<file path="config.mk">
export PLATFORM = sky130hd
export DESIGN_NAME = squeeze_stream_ctrl
export DESIGN_NICKNAME = d
export VERILOG_FILES = /design/src/rtl/squeeze_stream_ctrl.sv
export SDC_FILE = /design/constraint.sdc
export NUM_CORES = 1
export LEC_CHECK = 0
export ABC_AREA = 1
export CORE_UTILIZATION = 25
export DETAILED_ROUTE_END_ITERATION = 16
export HOLD_SLACK_MARGIN = 0.15
export PLACE_DENSITY = 0.51
export SLEW_MARGIN = 20
export SYNTH_ARGS = -nofsm -noshare
export SYNTH_HDL_FRONTEND = slang
export SYNTH_SLANG_ARGS = --single-unit
</file>
<file path="constraint.sdc">
create_clock -name clk -period 2.8 [get_ports clk]
set_input_delay 0.28 -clock clk [delete_from_list [all_inputs] [get_ports clk]]
set_output_delay 0.28 -clock clk [all_outputs]
set_load 0.02 [all_outputs]
</file>
<file path="src/rtl/squeeze_stream_ctrl.sv">
// Squeeze-phase controller: pulls rate blocks from the permutation core into a PISO
// buffer and streams exactly out_len words to a ready/valid sink.
module squeeze_stream_ctrl #(
    parameter int DEPTH = 17,
    parameter int LEN_W = 16
) (
    input  logic             clk,
    input  logic             rst,
    input  logic             start,
    input  logic [LEN_W-1:0] out_len,
    input  logic             block_valid,
    output logic             block_ready,
    output logic             perm_req,
    output logic             buf_write_enable,
    output logic             buf_shift_enable,
    output logic             out_valid,
    input  logic             out_ready,
    output logic             out_last,
    output logic             busy,
    output logic             done
);

    localparam int CNT_W = $clog2(DEPTH);

    typedef enum logic [1:0] {
        IDLE,
        WAIT_BLOCK,
        STREAM,
        DONE
    } state_e;

    state_e           state_q;
    logic [LEN_W-1:0] remaining_q;
    logic [CNT_W-1:0] word_cnt_q;

    logic in_wait;
    logic in_stream;
    logic xfer;
    logic last_word;
    logic blk_end;

    // Strobes are qualified with rst so they read 0 in the reset cycle itself,
    // before the synchronous reset has had an edge to clear the state.
    assign in_wait   = rst && (state_q == WAIT_BLOCK);
    assign in_stream = rst && (state_q == STREAM);
    assign xfer      = in_stream && out_ready;
    assign last_word = (remaining_q == LEN_W'(1));
    assign blk_end   = (word_cnt_q == CNT_W'(DEPTH - 1));

    assign block_ready      = in_wait && block_valid;
    assign buf_write_enable = in_wait && block_valid;
    assign buf_shift_enable = xfer;
    assign out_valid        = in_stream;
    assign out_last         = in_stream && last_word;
    assign perm_req         = xfer && !last_word && blk_end;
    assign busy             = rst && (state_q != IDLE);
    assign done             = rst && (state_q == DONE);

    // NOTE: non-blocking assignments so every register sees the pre-edge values of the others.
    always_ff @(posedge clk) begin
        if (!rst) begin
            state_q     <= IDLE;
            remaining_q <= '0;
            word_cnt_q  <= '0;
        end else begin
            case (state_q)
                IDLE: begin
                    if (start) begin
                        if (out_len != '0) begin
                            remaining_q <= out_len;
                            word_cnt_q  <= '0;
                            state_q     <= WAIT_BLOCK;
                        end else begin
                            state_q <= DONE;
                        end
                    end
                end
                WAIT_BLOCK: begin
                    if (block_valid) begin
                        word_cnt_q <= '0;
                        state_q    <= STREAM;
                    end
                end
                STREAM: begin
                    if (out_ready) begin
                        remaining_q <= remaining_q - LEN_W'(1);
                        word_cnt_q  <= word_cnt_q + CNT_W'(1);
                        // Final word wins over the block boundary: no wasted permutation.
                        if (last_word) begin
                            state_q <= DONE;
                        end else if (blk_end) begin
                            state_q <= WAIT_BLOCK;
                        end
                    end
                end
                DONE:    state_q <= IDLE;
                default: state_q <= IDLE;
            endcase
        end
    end

endmodule

</file>
# == Yosys cells after proc, flatten, opt, wreduce, memory -nomap -nowiden ==
# Cells that the tools add are included.
# op_classes
n_addsub,2
eq_ne,10
n_reduce_logical,18
muxes,16
# ops
op,count
$mux W16,3
$pmux W16 S2,1
$mux W5,4
$eq A16 B1 Y1 const B,1
$reduce_bool A16 Y1,1
$sub A16 B1 Y16 const B,1
$pmux W5 S3,1
$mux W2,6
$logic_and A1 B1 Y1,9
$ne A2 B2 Y1 const B,4
$pmux W2 S4,1
$reduce_and A4 Y1,2
$add A5 B1 Y5 const B,1
$eq A5 B5 Y1 const B,1
$reduce_and A5 Y1,1
$eq A2 B2 Y1 const B,2
$reduce_bool A2 Y1,2
$ne A3 B3 Y1 const B,1
$reduce_bool A3 Y1,1
$eq A2 B1 Y1 const B,1
$logic_not A2 Y1,1
$logic_not A1 Y1,1
# totals
output_inout_bits,8
register_bits,23
in_bits,21

# == Logic depth before layout (Yosys ltp) ==
# depth
ltp_word,5
ltp_mapped,11

# == Least setup slack after synthesis ==
# OpenSTA, ideal clock, no wires.
# synth_path
path_type,reg-to-output
startpoint,reg state_q[0]
endpoint,out perm_req
path_buffers,1
path_stages_with_launch,7
arrival_ps,1544
path_slack_ps,976
cell_sequence,dfxtp_1 inv_1 ha_1 buf_2 nand2_1 nor2_1 and3b_1
# synth_via
elab_chain_cells,5
# synth_lines
item,line,rtl
from (decl),32,state_e state_q;
from (signal assigned),62,state_q <= IDLE;
from (signal assigned),72,state_q <= WAIT_BLOCK;
from (signal assigned),74,state_q <= DONE;
$eq A2 B2 Y1,45,assign in_stream = rst && (state_q == STREAM);
$logic_and A1 B1 Y1,45,
$logic_and A1 B1 Y1,46,assign xfer = in_stream && out_ready;
via buf_shift_enable,15,"output logic buf_shift_enable,"
$logic_and A1 B1 Y1 (2 in series),55,assign perm_req = xfer && !last_word && blk_end;
to (decl),13,"output logic perm_req,"
# The timed path passes the listed nets, and every way through them passes these cells.

# == Final worst setup path ==
# layout_path
startpoint,reg state_q[0]
endpoint,out perm_req
# layout_via
elab_chain_cells,5
# layout_lines
item,line
$eq A2 B2 Y1,45
$logic_and A1 B1 Y1,45
$logic_and A1 B1 Y1,46
$logic_and A1 B1 Y1 (2 in series),55
# Every way passes these cells.

==> impl_metrics.json <==
{
  "cts_tree": "done",
  "fmax_ghz": 0.417,
  "yosys.area.top_type": "dfxtp_1",
  "setup_viol": 0,
  "track_usage_pct": 13.9,
  "cts_resized": 0,
  "grt_setup_unrepaired": "false",
  "met3_usage_pct": 1.41,
  "synth.top_cell.area_share_pct": 24.9,
  "arrival_ns": 2.12,
  "postCtsSetupBuffers": 0,
  "die_w_um": 87.9,
  "core-area_mm2": 0.00694,
  "row_count": 30,
  "fp.dieArea_mm2": 0.00773,
  "synth_seq_area_share_pct": 24.9,
  "cts_root_buf": "clkbuf_8",
  "async_reset_ff_share_pct": 0,
  "cp_max_fo": 10,
  "cts_buffer_depth": 2,
  "cts.sinks": 23,
  "synth.avg_cell_area_um2": 6.30,
  "met1_usage_pct": 18.9,
  "antenna_cells": 0,
  "ir_drop_mv": 0.276,
  "top_usage_layer": "met2",
  "via_per_inst": 4.50,
  "synth_flop_cell": "dfxtp_1",
  "tns_ns": 0,
  "routed_wl_um": 5000,
  "syn-instance-count": 293,
  "synth_nets": 323,
  "grt_pass1_vias": 1781,
  "fin_area_mm2": 0.00225,
  "synthTopCellsByArea": "dfxtp_1 (25%), nand2_1 (15%), nor2_1 (10%)",
  "synth_edf_count": 0,
  "status": "finished, final reports clean",
  "p_leak_nw": 0.963,
  "slew_viol_final": 0,
  "grt_overflow_total": 0,
  "place_congestion": 0.842,
  "path_clk_slew_ns": 0.10,
  "area_delta_synth_final_pct": 21.8,
  "synth_cell_type_count": 34,
  "r2r_slack_ns": 0.77,
  "hold_viol": 0,
  "num_vias": 1868,
  "layout-drive-gt1-share_pct": 12.5,
  "detail-route-antenna-nets": 0,
  "syn_area_mm2": 0.00185,
  "powerDensity_mw_per_mm2": 902,
  "grt_max_degree": 21,
  "use_met2_pct": 23.3,
  "fp.dieH_um": 87.9,
  "wire_per_inst_um": 12.0,
  "ios": 29,
  "htree_levels": 1,
  "synth-warning-count": 0,
  "final_nets": 350,
  "crit_type": "flop to primary output",
  "grt_pass1_wl_um": 8340,
  "cp-start-kind": "flop",
  "skew_ns": 0.00909,
  "initial_utilization_pct": 26.6,
  "tightest_slew_ns": 0.658,
  "end_kind": "primary output",
  "drtIter0Drc": 112,
  "finalCritPeriodShare_pct": 85.6,
  "dpl.hpwl_um": 3810,
  "required_ns": 2.52,
  "relSlewSlack_pct": 56.1,
  "io_buffers": 28,
  "cap_violations": 0,
  "antenna_found_initial": 0,
  "numCtsBuffers": 3,
  "drc": 0,
  "placed_area_mm2": 0.00220,
  "holdBufCountCts": 0,
  "min_period_ns": 2.40,
  "ys_seq_elements": 23,
  "hold_path.class": "flop to flop",
  "first_pass_iters": 4,
  "clk_latency_ns": 0.28
}
synthesized netlist by cell type (2+ instances only):
master / n
o21ai_2: 5
xor2_1: 3
nand2_1: 74
ha_1: 9
nand4_1: 3
a21oi_2: 4
inv_1: 30
clkbuf_1: 2
dfxtp_1: 23
or2_2: 2
nor2_1: 49
buf_2: 4
o21ai_0: 15
nand3_2: 3
a21oi_1: 12
nor2_2: 6
nor2_4: 3
nand3_1: 25
nand2_2: 6
path summary, 6_finish.rpt:
check,from,to,depth (start not counted)
min reg2reg,remaining_q[14],remaining_q[14],2
max,state_q[0],perm_req,6
max reg2reg,state_q[0],remaining_q[6],7
min,remaining_q[14],remaining_q[14],2
power by group:
| part | leakage, nW | total [W] | switching [W] | internal, W |
|---|---|---|---|---|
| sequential | 0.189 | 0.000550 | 0.000117 | 0.000433 |
| combinational | 0.748 | 0.00125 | 0.000820 | 0.000430 |
| clock | 0.0255 | 0.000228 | 0.000128 | 0.000100 |
| total | 0.963 | 0.00203 | 0.00106 | 0.000964 |
worst max-delay path, cell delays in order, from the launching register on:
cell             delay [ns]
dfxtp_1                0.36
inv_1                  0.11
ha_1                   0.38
nand2_1                0.11
nor2_1                 0.13
and3b_1                0.16
clkdlybuf4s50_1        0.59
cells in the final DEF (no fill, tap or decap), types with 2 or more instances in the layout:
master           count
nand2_2              6
nand3_1             25
a21oi_2              4
nand4_1              3
or2_2                2
nor2_4               3
buf_4                3
xor2_1               3
a21oi_1             12
inv_1               30
nor2_1              49
nand3_2              3
clkdlybuf4s50_1     28
nand2_1             74
o21ai_2              5
o21ai_0             15
clkbuf_8             3
ha_1                 9
nor2_2               6
dfxtp_1             23
layer usage:
| layer | wire (um) | up-vias | part of all wire, % |
|---|---|---|---|
| met5 | 0 | - | 0 |
| met4 | 82 | 0 | 1.6 |
| met3 | 125 | 8 | 2.5 |
| met2 | 2330 | 22 | 47 |
| met1 | 2450 | 856 | 49 |
| li1 | - | 982 | - |
state kept, by name (all words and copies together), names as in the netlist:
register	cells
remaining_q	16
word_cnt_q	5
state_q	2
layout make-up:
class / instances / area, um^2
clock inverter: 1 / 5.00
fill: 793 / 4700
inverter: 32 / 123
timing repair buffer: 31 / 303
sequential: 23 / 460
multi-input combinational: 229 / 1200
clock buffer: 3 / 41.3
tap: 96 / 120
kinds of logic (layout without fill, tap and decap cells):
family,count (synthesis),after routing,share of synthesized area [%]
and+or+nand+nor,175,175,43.3
AOI/OAI and AO/OA,42,42,14.0
buffers and inverters,41,67,10.2
DFF,23,23,24.9
adders and majority gates,9,9,6.10
xor gates and xnor gates,3,3,1.42
through the flow:
stage	hold WS, ns	total power [W]	setup slack (ns)	cells	util (%)
floorplan	0.464	0.00156	0.976	293	-
CTS	0.500	0.00205	0.385	415	32.4
detailed placement	0.487	0.00181	0.503	411	31.7
global placement	0.479	0.00181	0.591	411	31.7
global route	0.517	0.00224	0.239	415	32.4
finish	0.499	0.00203	0.403	415	32.4
(Power assumes the default switching activity.)
